**config.mk**
```make
export PLATFORM = sky130hd
export DESIGN_NAME = dual_pwm_drive_flat
export DESIGN_NICKNAME = d
export VERILOG_FILES = /design/src/rtl/dual_pwm_drive_if.sv /design/src/rtl/dual_pwm_drive.sv /design/src/flat_wrapper.sv
export SDC_FILE = /design/constraint.sdc
export NUM_CORES = 1
export LEC_CHECK = 0
export BUFFER_PORTS_ARGS = -buffer_cell sky130_fd_sc_hd__buf_2
export CAP_MARGIN = 25
export CORE_MARGIN = 5
export CORE_UTILIZATION = 39
export DETAILED_ROUTE_END_ITERATION = 6
export SYNTH_ARGS = -nofsm -noshare
export SYNTH_HDL_FRONTEND = slang
export SYNTH_SLANG_ARGS = --single-unit
export TNS_END_PERCENT = 20
```
**constraint.sdc**
```tcl
create_clock -name clk -period 3.3 [get_ports clk]
set_clock_uncertainty 0.2 [all_clocks]
set_input_delay 0.33 -clock clk [delete_from_list [all_inputs] [get_ports clk]]
set_output_delay 0.33 -clock clk [all_outputs]
set_load 0.01 [all_outputs]
```
**src/rtl/dual_pwm_drive_if.sv**
```systemverilog
// Command and drive bundle between the direction FSM and the H-bridge driver.
// The driver takes the slave side; the commanding logic takes the master side.
interface dual_pwm_drive_if;
    logic       FWD_A;
    logic       BWD_A;
    logic       FWD_B;
    logic       BWD_B;
    logic [1:0] Duty_SelA;
    logic [1:0] Duty_SelB;
    logic       ENA;
    logic       ENB;
    logic       IN1;
    logic       IN2;
    logic       IN3;
    logic       IN4;
    logic [1:0] DirA;
    logic [1:0] DirB;
    logic       PeriodTick;

    modport master (
        output FWD_A, BWD_A, FWD_B, BWD_B, Duty_SelA, Duty_SelB,
        input  ENA, ENB, IN1, IN2, IN3, IN4, DirA, DirB, PeriodTick
    );

    modport slave (
        input  FWD_A, BWD_A, FWD_B, BWD_B, Duty_SelA, Duty_SelB,
        output ENA, ENB, IN1, IN2, IN3, IN4, DirA, DirB, PeriodTick
    );
endinterface

```
**src/rtl/dual_pwm_drive.sv**
```systemverilog
// Two-channel H-bridge driver: shared PWM counter, period-aligned duty,
// and a dead-time FSM per channel that keeps both legs off on reversal.
module dual_pwm_drive #(
    parameter int PWM_PERIOD = 100_000,
    parameter int DEADTIME   = 1_000_000
) (
    input logic             clk,
    input logic             rst,
    dual_pwm_drive_if.slave bus
);

    localparam int CW = $clog2(PWM_PERIOD + 1);
    localparam int TW = (DEADTIME > 1) ? $clog2(DEADTIME) : 1;

    localparam logic [CW-1:0] LAST = CW'(PWM_PERIOD - 1);

    localparam logic [1:0] S_STOP = 2'b00;
    localparam logic [1:0] S_FWD  = 2'b01;
    localparam logic [1:0] S_BWD  = 2'b10;
    localparam logic [1:0] S_DEAD = 2'b11;

    typedef struct packed {
        logic [1:0]    st;
        logic [1:0]    tgt;
        logic [TW-1:0] tmr;
    } ch_t;

    logic [CW-1:0] cnt;
    logic [CW-1:0] cnt_n;
    logic [CW-1:0] thr_a;
    logic [CW-1:0] thr_a_n;
    logic [CW-1:0] thr_b;
    logic [CW-1:0] thr_b_n;
    ch_t           a;
    ch_t           a_n;
    ch_t           b;
    ch_t           b_n;

    function automatic logic [CW-1:0] duty_thr(input logic [1:0] code);
        logic [CW-1:0] t;
        case (code)
            2'b00:   t = CW'(PWM_PERIOD / 4);
            2'b01:   t = CW'(PWM_PERIOD / 2);
            2'b10:   t = CW'((3 * PWM_PERIOD) / 4);
            default: t = CW'(PWM_PERIOD);
        endcase
        return t;
    endfunction

    // Illegal both-high request collapses to stop, same as no request.
    function automatic ch_t ch_next(input ch_t cur,
                                    input logic fwd,
                                    input logic bwd);
        ch_t        n;
        logic [1:0] cmd;
        n   = cur;
        cmd = (fwd & ~bwd) ? S_FWD :
              (bwd & ~fwd) ? S_BWD : S_STOP;
        case (cur.st)
            S_STOP: n.st = cmd;
            S_FWD, S_BWD: begin
                if (cmd == S_STOP) begin
                    n.st = S_STOP;
                end else if (cmd != cur.st) begin
                    n.st  = S_DEAD;
                    n.tmr = TW'(DEADTIME - 1);
                    n.tgt = cmd;
                end
            end
            default: begin
                if (cmd == S_STOP) begin
                    n.st  = S_STOP;
                    n.tmr = '0;
                end else if (cur.tmr == '0) begin
                    n.st = (cmd == cur.tgt) ? cur.tgt : S_STOP;
                end else begin
                    n.tmr = cur.tmr - 1'b1;
                    n.tgt = cmd;
                end
            end
        endcase
        return n;
    endfunction

    function automatic logic driving(input logic [1:0] st);
        return (st == S_FWD) || (st == S_BWD);
    endfunction

    // Next counter, period-boundary duty latch and channel transitions.
    always_comb begin
        cnt_n   = (cnt == LAST) ? '0 : cnt + 1'b1;
        thr_a_n = thr_a;
        thr_b_n = thr_b;
        if (cnt == LAST) begin
            thr_a_n = duty_thr(bus.Duty_SelA);
            thr_b_n = duty_thr(bus.Duty_SelB);
        end
        a_n = ch_next(a, bus.FWD_A, bus.BWD_A);
        b_n = ch_next(b, bus.FWD_B, bus.BWD_B);
    end

    // Pins register from next state so they line up with DirA/DirB and cnt.
    always_ff @(posedge clk) begin
        if (rst) begin
            cnt            <= '0;
            thr_a          <= '0;
            thr_b          <= '0;
            a              <= '0;
            b              <= '0;
            bus.ENA        <= 1'b0;
            bus.ENB        <= 1'b0;
            bus.IN1        <= 1'b0;
            bus.IN2        <= 1'b0;
            bus.IN3        <= 1'b0;
            bus.IN4        <= 1'b0;
            bus.PeriodTick <= 1'b0;
        end else begin
            cnt            <= cnt_n;
            thr_a          <= thr_a_n;
            thr_b          <= thr_b_n;
            a              <= a_n;
            b              <= b_n;
            bus.ENA        <= driving(a_n.st) && (cnt_n < thr_a_n);
            bus.ENB        <= driving(b_n.st) && (cnt_n < thr_b_n);
            bus.IN1        <= (a_n.st == S_FWD);
            bus.IN2        <= (a_n.st == S_BWD);
            bus.IN3        <= (b_n.st == S_FWD);
            bus.IN4        <= (b_n.st == S_BWD);
            bus.PeriodTick <= (cnt_n == LAST);
        end
    end

    assign bus.DirA = a.st;
    assign bus.DirB = b.st;

endmodule

```
**src/flat_wrapper.sv**
```systemverilog
// flat-port wrapper written by rule: the top's interface ports become plain ports
module dual_pwm_drive_flat 
#(
    parameter int PWM_PERIOD = 100_000,
    parameter int DEADTIME   = 1_000_000
)
  (clk, rst, bus_FWD_A, bus_BWD_A, bus_FWD_B, bus_BWD_B, bus_Duty_SelA, bus_Duty_SelB, bus_ENA, bus_ENB, bus_IN1, bus_IN2, bus_IN3, bus_IN4, bus_DirA, bus_DirB, bus_PeriodTick);
  dual_pwm_drive_if bus_i ();
  input logic clk;
  input logic rst;
  input wire logic [$bits(bus_i.FWD_A)-1:0] bus_FWD_A;
  input wire logic [$bits(bus_i.BWD_A)-1:0] bus_BWD_A;
  input wire logic [$bits(bus_i.FWD_B)-1:0] bus_FWD_B;
  input wire logic [$bits(bus_i.BWD_B)-1:0] bus_BWD_B;
  input wire logic [$bits(bus_i.Duty_SelA)-1:0] bus_Duty_SelA;
  input wire logic [$bits(bus_i.Duty_SelB)-1:0] bus_Duty_SelB;
  output wire logic [$bits(bus_i.ENA)-1:0] bus_ENA;
  output wire logic [$bits(bus_i.ENB)-1:0] bus_ENB;
  output wire logic [$bits(bus_i.IN1)-1:0] bus_IN1;
  output wire logic [$bits(bus_i.IN2)-1:0] bus_IN2;
  output wire logic [$bits(bus_i.IN3)-1:0] bus_IN3;
  output wire logic [$bits(bus_i.IN4)-1:0] bus_IN4;
  output wire logic [$bits(bus_i.DirA)-1:0] bus_DirA;
  output wire logic [$bits(bus_i.DirB)-1:0] bus_DirB;
  output wire logic [$bits(bus_i.PeriodTick)-1:0] bus_PeriodTick;
  assign bus_i.FWD_A = bus_FWD_A;
  assign bus_i.BWD_A = bus_BWD_A;
  assign bus_i.FWD_B = bus_FWD_B;
  assign bus_i.BWD_B = bus_BWD_B;
  assign bus_i.Duty_SelA = bus_Duty_SelA;
  assign bus_i.Duty_SelB = bus_Duty_SelB;
  assign bus_ENA = bus_i.ENA;
  assign bus_ENB = bus_i.ENB;
  assign bus_IN1 = bus_i.IN1;
  assign bus_IN2 = bus_i.IN2;
  assign bus_IN3 = bus_i.IN3;
  assign bus_IN4 = bus_i.IN4;
  assign bus_DirA = bus_i.DirA;
  assign bus_DirB = bus_i.DirB;
  assign bus_PeriodTick = bus_i.PeriodTick;
  dual_pwm_drive #(.PWM_PERIOD(PWM_PERIOD), .DEADTIME(DEADTIME)) u_core (.clk(clk), .rst(rst), .bus(bus_i));
endmodule
```
== Yosys cells after proc, flatten, opt, wreduce, memory -nomap -nowiden ==
Cells that the tools add are included.
Operators by class
  add/sub/neg operators: 3
  multipliers: 0
  div/mod/pow operators: 0
  magnitude comparators: 2
  eq/ne operators: 26
  shift-type cells: 0
  mux-type cells: 31
  bitwise gates (word level): 12
  reduce and logical (&&, ||, !) cells: 18
Operators by type and width (count)
  17-bit case mux with 3 select lines: 2
  22-bit two-way mux: 4
  22-bit case mux with 2 select lines: 2
  17-bit two-way mux: 3
  24-bit two-way mux: 2
  20-bit logical NOT: 2
  20-bit two-way mux: 2
  20-bit by 1-bit subtractor with 20-bit output (second input constant): 2
  17-bit equality test (second input constant): 2
  17-bit < comparator: 2
  2-bit two-way mux: 14
  17-bit by 1-bit adder with 17-bit output (second input constant): 1
  4-bit AND reduction: 4
  2-bit by 1-bit equality test with 1-bit output (second input constant): 6
  2-bit equality test (second input constant): 6
  2-bit logical NOT: 6
  2-bit inequality test (second input constant): 4
  1-bit NOT: 8
  2-bit case mux with 2 select lines: 2
  3-bit by 2-bit inequality test with 1-bit output (second input constant): 2
  1-bit bitwise AND: 4
  2-bit equality test: 2
  2-bit by 1-bit inequality test with 1-bit output (second input constant): 2
  2-bit inequality test: 2
  3 further kinds: 6
Word-level totals
  flip-flop bits (word level): 106
  latch bits: 0
  memory bits (writable): 0
  ROM bits: 0
  output and inout port bits: 11
  logic and storage cells: 108
  memories: 0

== Depth between registers and ports, before layout ==
  depth in word-level cells: 12
  depth in mapped cells: 14

== Worst setup path before layout ==
No wires, ideal clock.
  kind: register to register
  from: register u_core.cnt[0]
  to: register u_core.bus.ENB
  data arrival time: 2.907 ns
  setup slack: 0.135 ns
  stages on the path, launching flop included: 13
  cell sequence: dfxtp_1 > ha_1 > and4_1 > nand3_1 > or2_2 > clkbuf_1 > or3_1 > o21ai_0 > ha_1 > a21oi_1 > nand2_1 > a2111oi_0 > o211a_1
Between the ends
  cells in the longest elaborated chain, start to end: 4
  elaborated cells between the ends (all ways): 6
RTL lines
  start: declaration: RTL line dual_pwm_drive.sv:28  | logic [CW-1:0] cnt;
  start signal: assignment: RTL line dual_pwm_drive.sv:118  | cnt <= cnt_n;
  17-bit by 1-bit adder with 17-bit output / 17-bit equality test (equally long branches): RTL line dual_pwm_drive.sv:91, dual_pwm_drive.sv:94
  17-bit two-way mux (on tied branches): RTL line dual_pwm_drive.sv:91, dual_pwm_drive.sv:94
  17-bit < comparator *: RTL line dual_pwm_drive.sv:124  | bus.ENB <= driving(b_n.st) && (cnt_n < thr_b_n);
  1-bit logical AND *: RTL line dual_pwm_drive.sv:124
  end signal: assignment: RTL line dual_pwm_drive.sv:124
  end: declaration: RTL line dual_pwm_drive_if.sv:27  | output ENA, ENB, IN1, IN2, IN3, IN4, DirA, DirB, PeriodTick
Every way passes the cells marked *; elsewhere a longest branch is shown, timed or not.
A chain may end at the register's enable or synchronous reset.

== Worst setup path after layout ==
  from: register u_core.cnt[8]
  to: register u_core.bus.ENB
Same word-level chain as after synthesis.

==> qor.yml <==
grt-ovfl-total: 0
syn_nets: 857
clock.fmax_ghz: 0.327
worstMarginPinSlew_ns: 0.810
gr-usage-met1_pct: 23.3
wl_microns: 16100
cts-root-buf: "clkbuf_16"
gr-usage-met3_pct: 2.56
grt_pass1_vias: 5385
cp_data_arrival_time_ns: 3.17
viasPerCell: 5.51
use_met2_pct: 26.4
clk_latency_ns: 0.36
cap_viol_max_count: 0
io_buffers: 20
cp.required_ns: 3.41
start_util_pct: 39.7
fin_nets: 887
critPathSlowestCell: "or3_1"
cp_slowest_stage_delay_ns: 0.36
synthSimpleGateAreaFrac_pct: 27.9
period_minus_slack_ns: 3.06
synth_cell_type_count: 75
die_h_microns: 140
async_flop_share_pct: 0
syn_inst: 792
postRouteAntennaNets: 0
hold_path_depth: 2
critPathTopFamily: "simple AND/OR/NAND/NOR gates"
area_delta_synth_final_pct: 13.6
antenna_found_initial: 0
cp.depth: 11
io-pin-count: 21
syn-cell-area_sq_um: 6580
dieArea_sq_um: 19600
clkTransAtPathRegs_ns: 0.07
clockBufferDepth: 2
total_power_uw: 4280
syn_avg_cell_area_sq_um: 8.31
drtIter0Drc: 431
min_period_over_period_pct: 92.7
cts_tree: "yes"
busiest_layer: "met2"
path_cells: "or3_1, or2_1, nor3_4, buf_4, mux2i_2, ha_1, a21oi_2, o2111a_1, o31ai_1, a211oi_2, o211a_1"
drc: 0
vias: 5767
critPathMaxFanout: 4
placed_area_sq_um: 7050
place_congestion: 0.881
cts_hold_buf: 0
muxShareOfSynthArea_pct: 2.34
hold_path.class: "reg -> reg"
core_sq_um: 16600
htreeDepth: 3
mostFrequentLayoutCells: "dfxtp_1, nor2_1, a21oi_1"
clock_sinks: 106
critPathKind: "reg -> reg"
finalWorstSetupSlack_ns: 0.240
path_buf_inv: 1
layout_commonest_cell: "dfxtp_1"
cp-start-kind: "register"
track_usage_pct: 16.6
p_leak_uw: 0.00306
fin_util_pct: 45.1
grt_pass1_wl_microns: 27200
setup_viol: 0
grt_max_degree: 60
timing.slew.headroom_pct: 45.8
dr.pass1.iters: 5
synth_top_family_by_area: "simple AND/OR/NAND/NOR gates"
synth-xor-area-share_pct: 3.33
synthFlopType: "dfxtp_1"
end_kind: "register"
synth_compound_area_share_pct: 18.7
fp-row-count: 47
drive_above_1_share_pct: 14.9
ff2ff_path_depth: 11
status: "finished, final reports clean"
place_inst: 1028
dp_slack_ns: 0.117
synth_fa_ha_area_share_pct: 10.5
die_x_microns: 140
drv_slew: 0
stdcell_count: 1047
power_density_nw_per_um2: 572
ys_seq_area_share_pct: 32.2
synth_edf_count: 0
ir_worst_vdd_v: 0.000290
ys_warn_count: 0
wl_per_cell_microns: 15.4
cts_made_buffers: 9
hold_viol_final: 0
ys_ff_latch: 106
diodes: 0
fin_area_sq_um: 7480
dp_hpwl_microns: 11600
-- worst reg2reg max path, delay by kind of cell (launching register included) --
family | cells | cell delay (ns)
simple gates | 3 | 0.91
mux | 1 | 0.24
compound gates | 5 | 0.83
fa+ha+maj | 1 | 0.30
buf+inv | 1 | 0.18
flops | 1 | 0.35
-- worst paths after layout --
check                   start               end  slack (ns)
min          u_core.thr_b[12]  u_core.thr_b[12]        0.25
min reg2reg  u_core.thr_b[12]  u_core.thr_b[12]        0.25
max reg2reg     u_core.cnt[8]    u_core.bus.ENB        0.24
max             u_core.cnt[8]    u_core.bus.ENB        0.24
-- per-layer routing --
layer | share of wire, % | wire, microns
met4 | 1.3 | 214
met3 | 3.0 | 482
met1 | 49 | 7840
met2 | 47 | 7600
met5 | 0 | 0
-- stage by stage --
| stage | hold slack (ns) | TNS (ns) |
|---|---|---|
| global route | 0.278 | -0.0328 |
| global placement | 0.236 | 0 |
| floorplan | 0.224 | 0 |
| CTS | 0.250 | 0 |
| finish | 0.247 | 0 |
| detailed placement | 0.238 | 0 |
-- logic make-up after synthesis --
family | count (synthesis)
and+or+nand+nor | 341
AOI/OAI and AO/OA | 177
DFF | 106
buffers and inverters | 73
adders and majority gates | 55
xor gates and xnor gates | 25
muxes | 15
-- flip-flops by register name (all words and copies together), names as in the netlist, 2 cells and up --
register	count
u_core.a	22
u_core.b	22
u_core.bus.DirA	2
u_core.bus.DirB	2
u_core.cnt	17
u_core.thr_a	17
u_core.thr_b	17
-- what timing repair did --
action | 4_1_cts | 5_1_grt
resized for setup | 0 | 10
setup endpoints to repair | 0 | 2
setup buffers | 0 | 3
endpoints found under the hold margin | 0 | 0
-- layout make-up --
class | count | area, sq um
Clock buffer | 11 | 243
Clock inverter | 5 | 125
Fill cell | 1641 | 9100
Inverter | 32 | 120
Multi-Input combinational cell | 613 | 4170
Sequential cell | 106 | 2120
Tap cell | 220 | 275
Timing Repair Buffer | 60 | 425
-- cells in the mapped netlist (18+ instances only) --
master,n,area (sq um)
dfxtp_1,106,2120
nor2_1,102,383
a21oi_1,66,330
ha_1,55,688
nand2_1,44,165
nor3_1,43,215
inv_1,32,120
clkbuf_1,23,86.3
nand3_1,23,115
nor4_1,21,131
o21ai_0,18,90.1
xnor2_1,18,158
-- power by group --
part	switching (uW)	internal, uW	total [uW]
clock network	492	839	1330
logic	871	595	1470
registers	118	1370	1490
No activity file was read; power rests on OpenSTA's default activity.
